===== src/rtl/calc_seq_unit.sv =====
// Sequential +,-,* calculator with a valid/ready handshake on both sides.
// Add/subtract finish in one cycle; multiply is a WIDTH-cycle shift-add.
module calc_seq_unit #(
  parameter int               WIDTH   = 16,
  parameter logic [WIDTH-1:0] ERR_VAL = {WIDTH{1'b1}}
) (
  input  logic             clk,
  input  logic             rst,
  input  logic             in_valid,
  output logic             in_ready,
  input  logic [WIDTH-1:0] x,
  input  logic [WIDTH-1:0] y,
  input  logic [7:0]       op,
  output logic             out_valid,
  input  logic             out_ready,
  output logic [WIDTH-1:0] out,
  output logic             err
);

  localparam int CW = $clog2(WIDTH);
  localparam logic [CW-1:0] CNT_LAST = CW'(WIDTH - 1);

  localparam logic [7:0] OP_ADD = 8'h2B;
  localparam logic [7:0] OP_SUB = 8'h2D;
  localparam logic [7:0] OP_MUL = 8'h2A;

  typedef enum logic [1:0] {
    S_IDLE = 2'd0,
    S_MUL  = 2'd1,
    S_DONE = 2'd2
  } state_e;

  state_e           state_q, state_d;
  logic [WIDTH-1:0] out_q, out_d;
  logic             err_q, err_d;
  logic             valid_q, valid_d;
  logic [WIDTH-1:0] acc_q, acc_d;
  logic [WIDTH-1:0] mcand_q, mcand_d;
  logic [WIDTH-1:0] mplier_q, mplier_d;
  logic [CW-1:0]    cnt_q, cnt_d;
  logic [WIDTH-1:0] acc_sum_s;

  assign in_ready  = (state_q == S_IDLE);
  assign out_valid = valid_q;
  assign out       = out_q;
  assign err       = err_q;

  // State register and datapath registers
  always_ff @(posedge clk or posedge rst) begin
    if (rst) begin
      state_q  <= S_IDLE;
      out_q    <= {WIDTH{1'b0}};
      err_q    <= 1'b0;
      valid_q  <= 1'b0;
      acc_q    <= {WIDTH{1'b0}};
      mcand_q  <= {WIDTH{1'b0}};
      mplier_q <= {WIDTH{1'b0}};
      cnt_q    <= {CW{1'b0}};
    end else begin
      state_q  <= state_d;
      out_q    <= out_d;
      err_q    <= err_d;
      valid_q  <= valid_d;
      acc_q    <= acc_d;
      mcand_q  <= mcand_d;
      mplier_q <= mplier_d;
      cnt_q    <= cnt_d;
    end
  end

  // Next-state and datapath update; modulo-2^WIDTH product needs no sign fix-up
  always_comb begin
    state_d   = state_q;
    out_d     = out_q;
    err_d     = err_q;
    valid_d   = valid_q;
    acc_d     = acc_q;
    mcand_d   = mcand_q;
    mplier_d  = mplier_q;
    cnt_d     = cnt_q;
    acc_sum_s = acc_q + (mplier_q[0] ? mcand_q : {WIDTH{1'b0}});

    case (state_q)
      S_IDLE: begin
        if (in_valid) begin
          case (op)
            OP_ADD: begin
              out_d   = x + y;
              err_d   = 1'b0;
              valid_d = 1'b1;
              state_d = S_DONE;
            end
            OP_SUB: begin
              out_d   = x - y;
              err_d   = 1'b0;
              valid_d = 1'b1;
              state_d = S_DONE;
            end
            OP_MUL: begin
              acc_d    = {WIDTH{1'b0}};
              mcand_d  = x;
              mplier_d = y;
              cnt_d    = {CW{1'b0}};
              err_d    = 1'b0;
              state_d  = S_MUL;
            end
            default: begin
              out_d   = ERR_VAL;
              err_d   = 1'b1;
              valid_d = 1'b1;
              state_d = S_DONE;
            end
          endcase
        end else begin
          state_d = S_IDLE;
        end
      end

      S_MUL: begin
        acc_d    = acc_sum_s;
        mcand_d  = mcand_q << 1;
        mplier_d = mplier_q >> 1;
        cnt_d    = cnt_q + CW'(1);
        if (cnt_q == CNT_LAST) begin
          out_d   = acc_sum_s;
          valid_d = 1'b1;
          state_d = S_DONE;
        end else begin
          state_d = S_MUL;
        end
      end

      S_DONE: begin
        if (out_ready) begin
          valid_d = 1'b0;
          state_d = S_IDLE;
        end else begin
          valid_d = 1'b1;
          state_d = S_DONE;
        end
      end

      default: begin
        valid_d = 1'b0;
        state_d = S_IDLE;
      end
    endcase
  end

endmodule


===== config.mk =====
export PLATFORM = sky130hd
export DESIGN_NAME = calc_seq_unit
export DESIGN_NICKNAME = d
export VERILOG_FILES = /design/src/rtl/calc_seq_unit.sv
export SDC_FILE = /design/constraint.sdc
export NUM_CORES = 1
export LEC_CHECK = 0
export CAP_MARGIN = 15
export CORE_ASPECT_RATIO = 1.2
export CORE_MARGIN = 2
export CORE_UTILIZATION = 59
export CTS_BUF_LIST = sky130_fd_sc_hd__clkbuf_4 sky130_fd_sc_hd__clkbuf_8
export DETAILED_ROUTE_END_ITERATION = 7
export PLACE_DENSITY = 0.93
export SLEW_MARGIN = 20
export SYNTH_ARGS = -nofsm -noshare
export SYNTH_HDL_FRONTEND = slang
export SYNTH_SLANG_ARGS = --single-unit

===== constraint.sdc =====
create_clock -name clk -period 5.3 [get_ports clk]
set_clock_uncertainty 0.2 [all_clocks]
set_input_delay 0.795 -clock clk [delete_from_list [all_inputs] [get_ports clk]]
set_output_delay 0.795 -clock clk [all_outputs]
set_load 0.03 [all_outputs]

==> results.py, run 1 <==
metrics = {
    "status": {
        "status": "complete, no violations",
    },
    "pwr": {
        "clock_power_share": 0.329,
        "p_total_mw": 1.418,
        "internal_power_mw": 0.9786,
        "seqPwrFrac": 0.442,
        "combPwrFrac": 0.229,
        "ir_drop_mv": 0.2125,
        "power_density_mw_per_mm2": 241.2,
        "switching_share": 0.3101,
        "p_sw_mw": 0.4398,
        "p_leak_nw": 2.640,
    },
    "sta": {
        "hold_violations": 0,
        "tns_ns": 0,
        "finalSetupViolCount": 0,
        "tightest_slew_ns": 0.9125,
        "hold_ws_ns": 0.2698,
        "fin_ws_ns": 0.9142,
        "finalCritPeriodShare": 0.8275,
        "max-slew-margin-rel": 0.3916,
        "period_minus_slack_ns": 4.386,
        "fmax_ghz": 0.2280,
        "rsz0062_at_grt": "no",
        "drv_slew": 0,
    },
    "cells_and_area": {
        "diodes": 0,
        "final_cell_area_sq_mm": 0.005881,
        "fillers": 589,
        "final_net_count": 708,
        "multiInputGateArea_sq_mm": 0.003030,
        "syn2layout_area_growth_pct": 18.63,
        "seq_area_sq_mm": 0.001802,
        "layout_commonest_cell": "nor2_1",
        "final_util": 0.7213,
        "drive_gt1_frac": 0.06614,
        "layout_common_cells": "nor2_1, nand2_1, dfrtp_1",
        "final_cells": 749,
    },
    "yosys": {
        "synthFlopType": "dfrtp_1",
        "synth_area_leaders": "dfrtp_1, ha_1, nor2_1",
        "synth-seq-area-share": 0.3635,
        "avgSynthCellArea_sq_um": 8.621,
        "synthCells": 575,
        "ys_ff_latch": 72,
        "ys_warn_count": 0,
        "synth-edff-count": 0,
        "synthesis.area_sq_mm": 0.004957,
        "netlist.area_leader.share": 0.3635,
        "synthArstFlopShare": 1.000,
        "synthesis.nets": 653,
        "synth_cell_types": 62,
        "synth_top_area_cell": "dfrtp_1",
    },
    "worst_setup_path": {
        "slowest_stage": "or3b_1",
        "worstPathArrival_ns": 4.45,
        "cp_max_fo": 6,
        "setup.worst_path.end_class": "register",
        "critPathTopFamily": "compound AO/OA/AOI/OAI gates",
        "startpoint_type": "primary input",
        "critPathBufInv": 2,
        "critPathMaxStageDelay_ns": 0.50,
        "cp_cell_sequence": "clkdlybuf4s50_1, and4bb_2, nand3b_2, or3b_1, o21ai_0, inv_1, ha_1, nor2b_1, o31a_1, o31ai_2, o221ai_2, a31o_1, xnor2_1, a221oi_1",
        "r2r_slack_ns": 1.99,
        "cp.depth": 14,
        "critical_path_class": "primary input to register",
        "required_ns": 5.36,
        "reg2regPathDepth": 10,
    },
    "grt": {
        "gr-total-overflow": 0,
        "grt_max_degree": 49,
        "antenna_found_initial": 0,
        "grtUsageTotal": 0.3012,
        "grt_pass1_wl_mm": 21.82,
        "first_global_vias": 4595,
    },
    "clock_network": {
        "cts_num_sinks": 72,
        "ctsLongestPathBuffers": 2,
        "numCtsBuffers": 9,
        "cts.clk_slew.worst_paths_ns": 0.08,
        "cts_setup_buffers": 0,
        "htreeDepth": 3,
        "clock_latency_ns": 0.37,
        "ctsRootBufferMaster": "clkbuf_8",
        "cts_tree": "done",
        "cts_resized": 0,
        "ctsHoldBuffers": 0,
    },
    "place": {
        "gp_congestion": 0.9004,
        "detailedPlace.worstSlack_ns": 0.5783,
        "postPlaceCellArea_sq_mm": 0.005674,
        "io_buffers": 62,
        "dp.cells": 733,
        "dp_hpwl_mm": 9.454,
    },
    "job": {
        "maxCapViolations": 0,
    },
    "routing": {
        "drc_errors": 0,
        "avgViaCountPerCell": 6.254,
        "antenna_left": 0,
        "vias": 4684,
        "finalWirelength_mm": 13.19,
        "drt_first_pass_iters": 5,
        "wl_per_cell_um": 17.61,
        "drt-initial-drc-count": 464,
    },
    "floorplan": {
        "die_w_um": 87.68,
        "initial_utilization": 0.6080,
        "ios": 63,
        "rows": 36,
        "fp.dieH_um": 104.4,
        "die_area_sq_mm": 0.009154,
        "core_sq_mm": 0.008153,
    },
    "hold_path": {
        "worstHoldPathType": "register to register",
        "holdPathStages": 2,
    },
}
==> final timing paths <==
path	startpoint	to
min in group asynchronous	rst	mplier_q[3]
hold / removal	out[4]	out[4]
setup reg to reg	mplier_q[0]	out[12]
setup / recovery	op[6]	out[15]
hold reg to reg	out[4]	out[4]
max in group asynchronous	rst	acc_q[1]
==> layout make-up <==
type | count | share of cell area
clock buffers | 11 | 0.02574
clock inverters | 5 | 0.009362
inverters | 11 | 0.007021
multi-input cells | 469 | 0.5153
flip-flops and latches | 72 | 0.3064
well taps | 114 | 0.02426
repair buffers | 67 | 0.1119
==> worst min-delay path: stages, from the launching register on <==
cell and delay, ns:
dfrtp_1 0.35, nand2_1 0.05, nand2_1 0.05
==> power by group through the flow <==
stage          logic [mW]  registers (mW)  clock network [mW]
6_report            0.325           0.627               0.466
5_1_grt             0.353           0.632               0.487
4_1_cts             0.320           0.626               0.461
3_5_place_dp        0.316           0.637                   0
3_3_place_gp        0.304           0.634                   0
2_1_floorplan       0.192           0.643                   0
==> Yosys cell counts, drive strengths merged, types with 2 or more instances <==
cell type and number:
o21ai 31, a221oi 3, nand3 7, o31a 2
o22ai 17, o21bai 3, clkbuf 17, or3 7
xnor2 26, nor4b 2, dfrtp 72, ha 32
nand2 72, o211a 2, or2 3, mux2i 3
a31o 2, nand4 4, o31ai 5, and3 3
and2 17, a31oi 25, o21a 11, a21oi 31
nor3 7, fa 2, nor2b 3, nand2b 7
xor2 16, a22o 12, nor2 83, or4 3
a21o 8, a211oi 5, o311ai 2, buf 6
inv 11
==> cell families after synthesis <==
family | after synthesis | synth area share
AO/OA/AOI/OAI | 164 | 0.2219
flip-flops | 72 | 0.3635
buffers and inverters | 34 | 0.02726
AND/OR/NAND/NOR | 225 | 0.2145
XOR/XNOR | 42 | 0.07572
multiplexers | 4 | 0.008329
adder cells (fa/ha/maj) | 34 | 0.08884
==> registers in the layout, indices dropped and copies added, names as in the netlist <==
register,count
acc_q,16
mcand_q,16
mplier_q,16
out,16
cnt_q,4
state_q,2
err,1
out_valid,1
==> routing by layer <==
| metal | up-vias | GRT usage | wire length [um] |
|---|---|---|---|
| met5 | - | 0 | 0 |
| met4 | 0 | 0.1538 | 529 |
| met3 | 49 | 0.06984 | 927 |
| met2 | 215 | 0.4778 | 6459 |
| met1 | 2248 | 0.3779 | 5271 |
| li1 | 2172 | - | - |
(Power assumes the default switching activity.)
==> inputs of run 2 (changes only) <==
- CORE_UTILIZATION: 59 -> 58
- PLACE_DENSITY: 0.93 -> 0.92
- clock period: 5.3 -> 4.6 ns (I/O delays scaled with it)
==> results.py, run 2 (same netlist as run 1, synthesis figures left out) <==
metrics = {
    "status": {
        "status": "complete, no violations",
    },
    "clock_network": {
        "cts_num_sinks": 72,
        "ctsLongestPathBuffers": 2,
        "numCtsBuffers": 9,
        "cts_tree": "done",
        "cts_setup_buffers": 0,
        "htreeDepth": 3,
        "ctsHoldBuffers": 0,
        "clock_latency_ns": 0.37,
        "cts.clk_slew.worst_paths_ns": 0.08,
        "ctsRootBufferMaster": "clkbuf_8",
        "cts_resized": 0,
    },
    "pwr": {
        "p_sw_mw": 0.4915,
        "clock_power_share": 0.347,
        "p_total_mw": 1.676,
        "p_leak_nw": 2.668,
        "power_density_mw_per_mm2": 283.2,
        "ir_drop_mv": 0.2384,
        "combPwrFrac": 0.221,
        "internal_power_mw": 1.185,
        "seqPwrFrac": 0.432,
        "switching_share": 0.2932,
    },
    "floorplan": {
        "fp.dieH_um": 105.3,
        "initial_utilization": 0.6047,
        "die_w_um": 88.40,
        "rows": 36,
        "die_area_sq_mm": 0.009306,
        "ios": 63,
        "core_sq_mm": 0.008198,
    },
    "routing": {
        "drc_errors": 0,
        "finalWirelength_mm": 13.04,
        "drt-initial-drc-count": 437,
        "vias": 4611,
        "avgViaCountPerCell": 6.140,
        "antenna_left": 0,
        "drt_first_pass_iters": 7,
        "wl_per_cell_um": 17.37,
    },
    "sta": {
        "tns_ns": 0,
        "tightest_slew_ns": 0.8791,
        "finalSetupViolCount": 0,
        "hold_violations": 0,
        "max-slew-margin-rel": 0.4118,
        "fmax_ghz": 0.2437,
        "period_minus_slack_ns": 4.104,
        "rsz0062_at_grt": "no",
        "drv_slew": 0,
        "finalCritPeriodShare": 0.8922,
    },
    "place": {
        "dp.cells": 735,
        "io_buffers": 62,
        "postPlaceCellArea_sq_mm": 0.005689,
        "dp_hpwl_mm": 9.591,
        "gp_congestion": 0.8656,
    },
    "cells_and_area": {
        "final_net_count": 710,
        "diodes": 0,
        "drive_gt1_frac": 0.06907,
        "final_cells": 751,
        "syn2layout_area_growth_pct": 19.41,
        "layout_commonest_cell": "nor2_1",
        "layout_common_cells": "nor2_1, nand2_1, dfrtp_1",
        "final_cell_area_sq_mm": 0.005919,
    },
    "hold_path": {
        "worstHoldPathType": "register to register",
    },
    "worst_setup_path": {
        "startpoint_type": "primary input",
        "worstPathArrival_ns": 4.17,
        "required_ns": 4.67,
        "critical_path_class": "primary input to register",
        "cp_max_fo": 6,
        "setup.worst_path.end_class": "register",
    },
    "grt": {
        "grt_pass1_wl_mm": 21.98,
        "grtUsageTotal": 0.3006,
        "busiest_layer": "met2",
        "globalRouteMet1Util": 0.3833,
        "gr-total-overflow": 0,
        "grt_max_degree": 48,
        "grtUsageMet3": 0.05482,
        "antenna_found_initial": 0,
        "first_global_vias": 4630,
        "grt_use_met2": 0.4995,
    },
    "job": {
        "maxCapViolations": 0,
    },
}
## run 2: power by group through the flow
stage                     Combinational (mW)  Sequential (mW)  Clock, mW
after floorplan                        0.221            0.741          0
after global placement                 0.354            0.731          0
after detailed placement               0.365            0.735          0
after CTS                              0.368            0.723      0.586
after global routing                   0.409            0.729      0.610
final                                  0.371            0.723      0.582
## run 2: path summary, 6_finish.rpt
kind / start / slack, ns / to / depth (start not counted)
hold / removal: out[3] / 0.28 / out[3] / 2
min in group asynchronous: rst / 0.50 / state_q[1] / 2
hold reg to reg: out[3] / 0.28 / out[3] / 2
setup / recovery: op[6] / 0.50 / out[15] / 14
setup reg to reg: mplier_q[0] / 1.29 / out[12] / 10
max in group asynchronous: rst / 2.70 / mcand_q[1] / 3
## run 2: layout make-up
class	count	area [sq um]
multi-input combinational	469	3030
clock buffer	11	151.4
fill	612	2278
clock inverter	5	78.83
inverter	11	41.29
timing repair buffer	69	673.1
tap	114	142.6
sequential	72	1802
## run 2: layer usage
layer  up-vias  routed length (um)
met5         -                   0
met4         0                 386
met3        37                 831
met2       186                6526
met1      2213                5296
li1       2175                   -
## run 2: stage by stage
stage	util	worst slack (ns)	hold slack, ns
floorplan	-	0.7352	0.2561
finish	0.7221	0.4959	0.2774
global route	0.7221	0.2961	0.3008
detailed placement	0.6940	0.1068	0.2618
CTS	0.7221	0.4933	0.2796
global placement	0.6940	0.2372	0.2547
## run 2: worst max-delay path, stage by stage
cell and delay [ns]:
clkdlybuf4s50_1 0.39, and4bb_2 0.32, nand3b_2 0.12, or3b_1 0.48, o21ai_0 0.32, inv_1 0.08, ha_1 0.27, nor2b_1 0.14
o31a_1 0.31, o31ai_2 0.27, o221ai_2 0.16, a31o_1 0.24, xnor2_1 0.13, a221oi_1 0.24
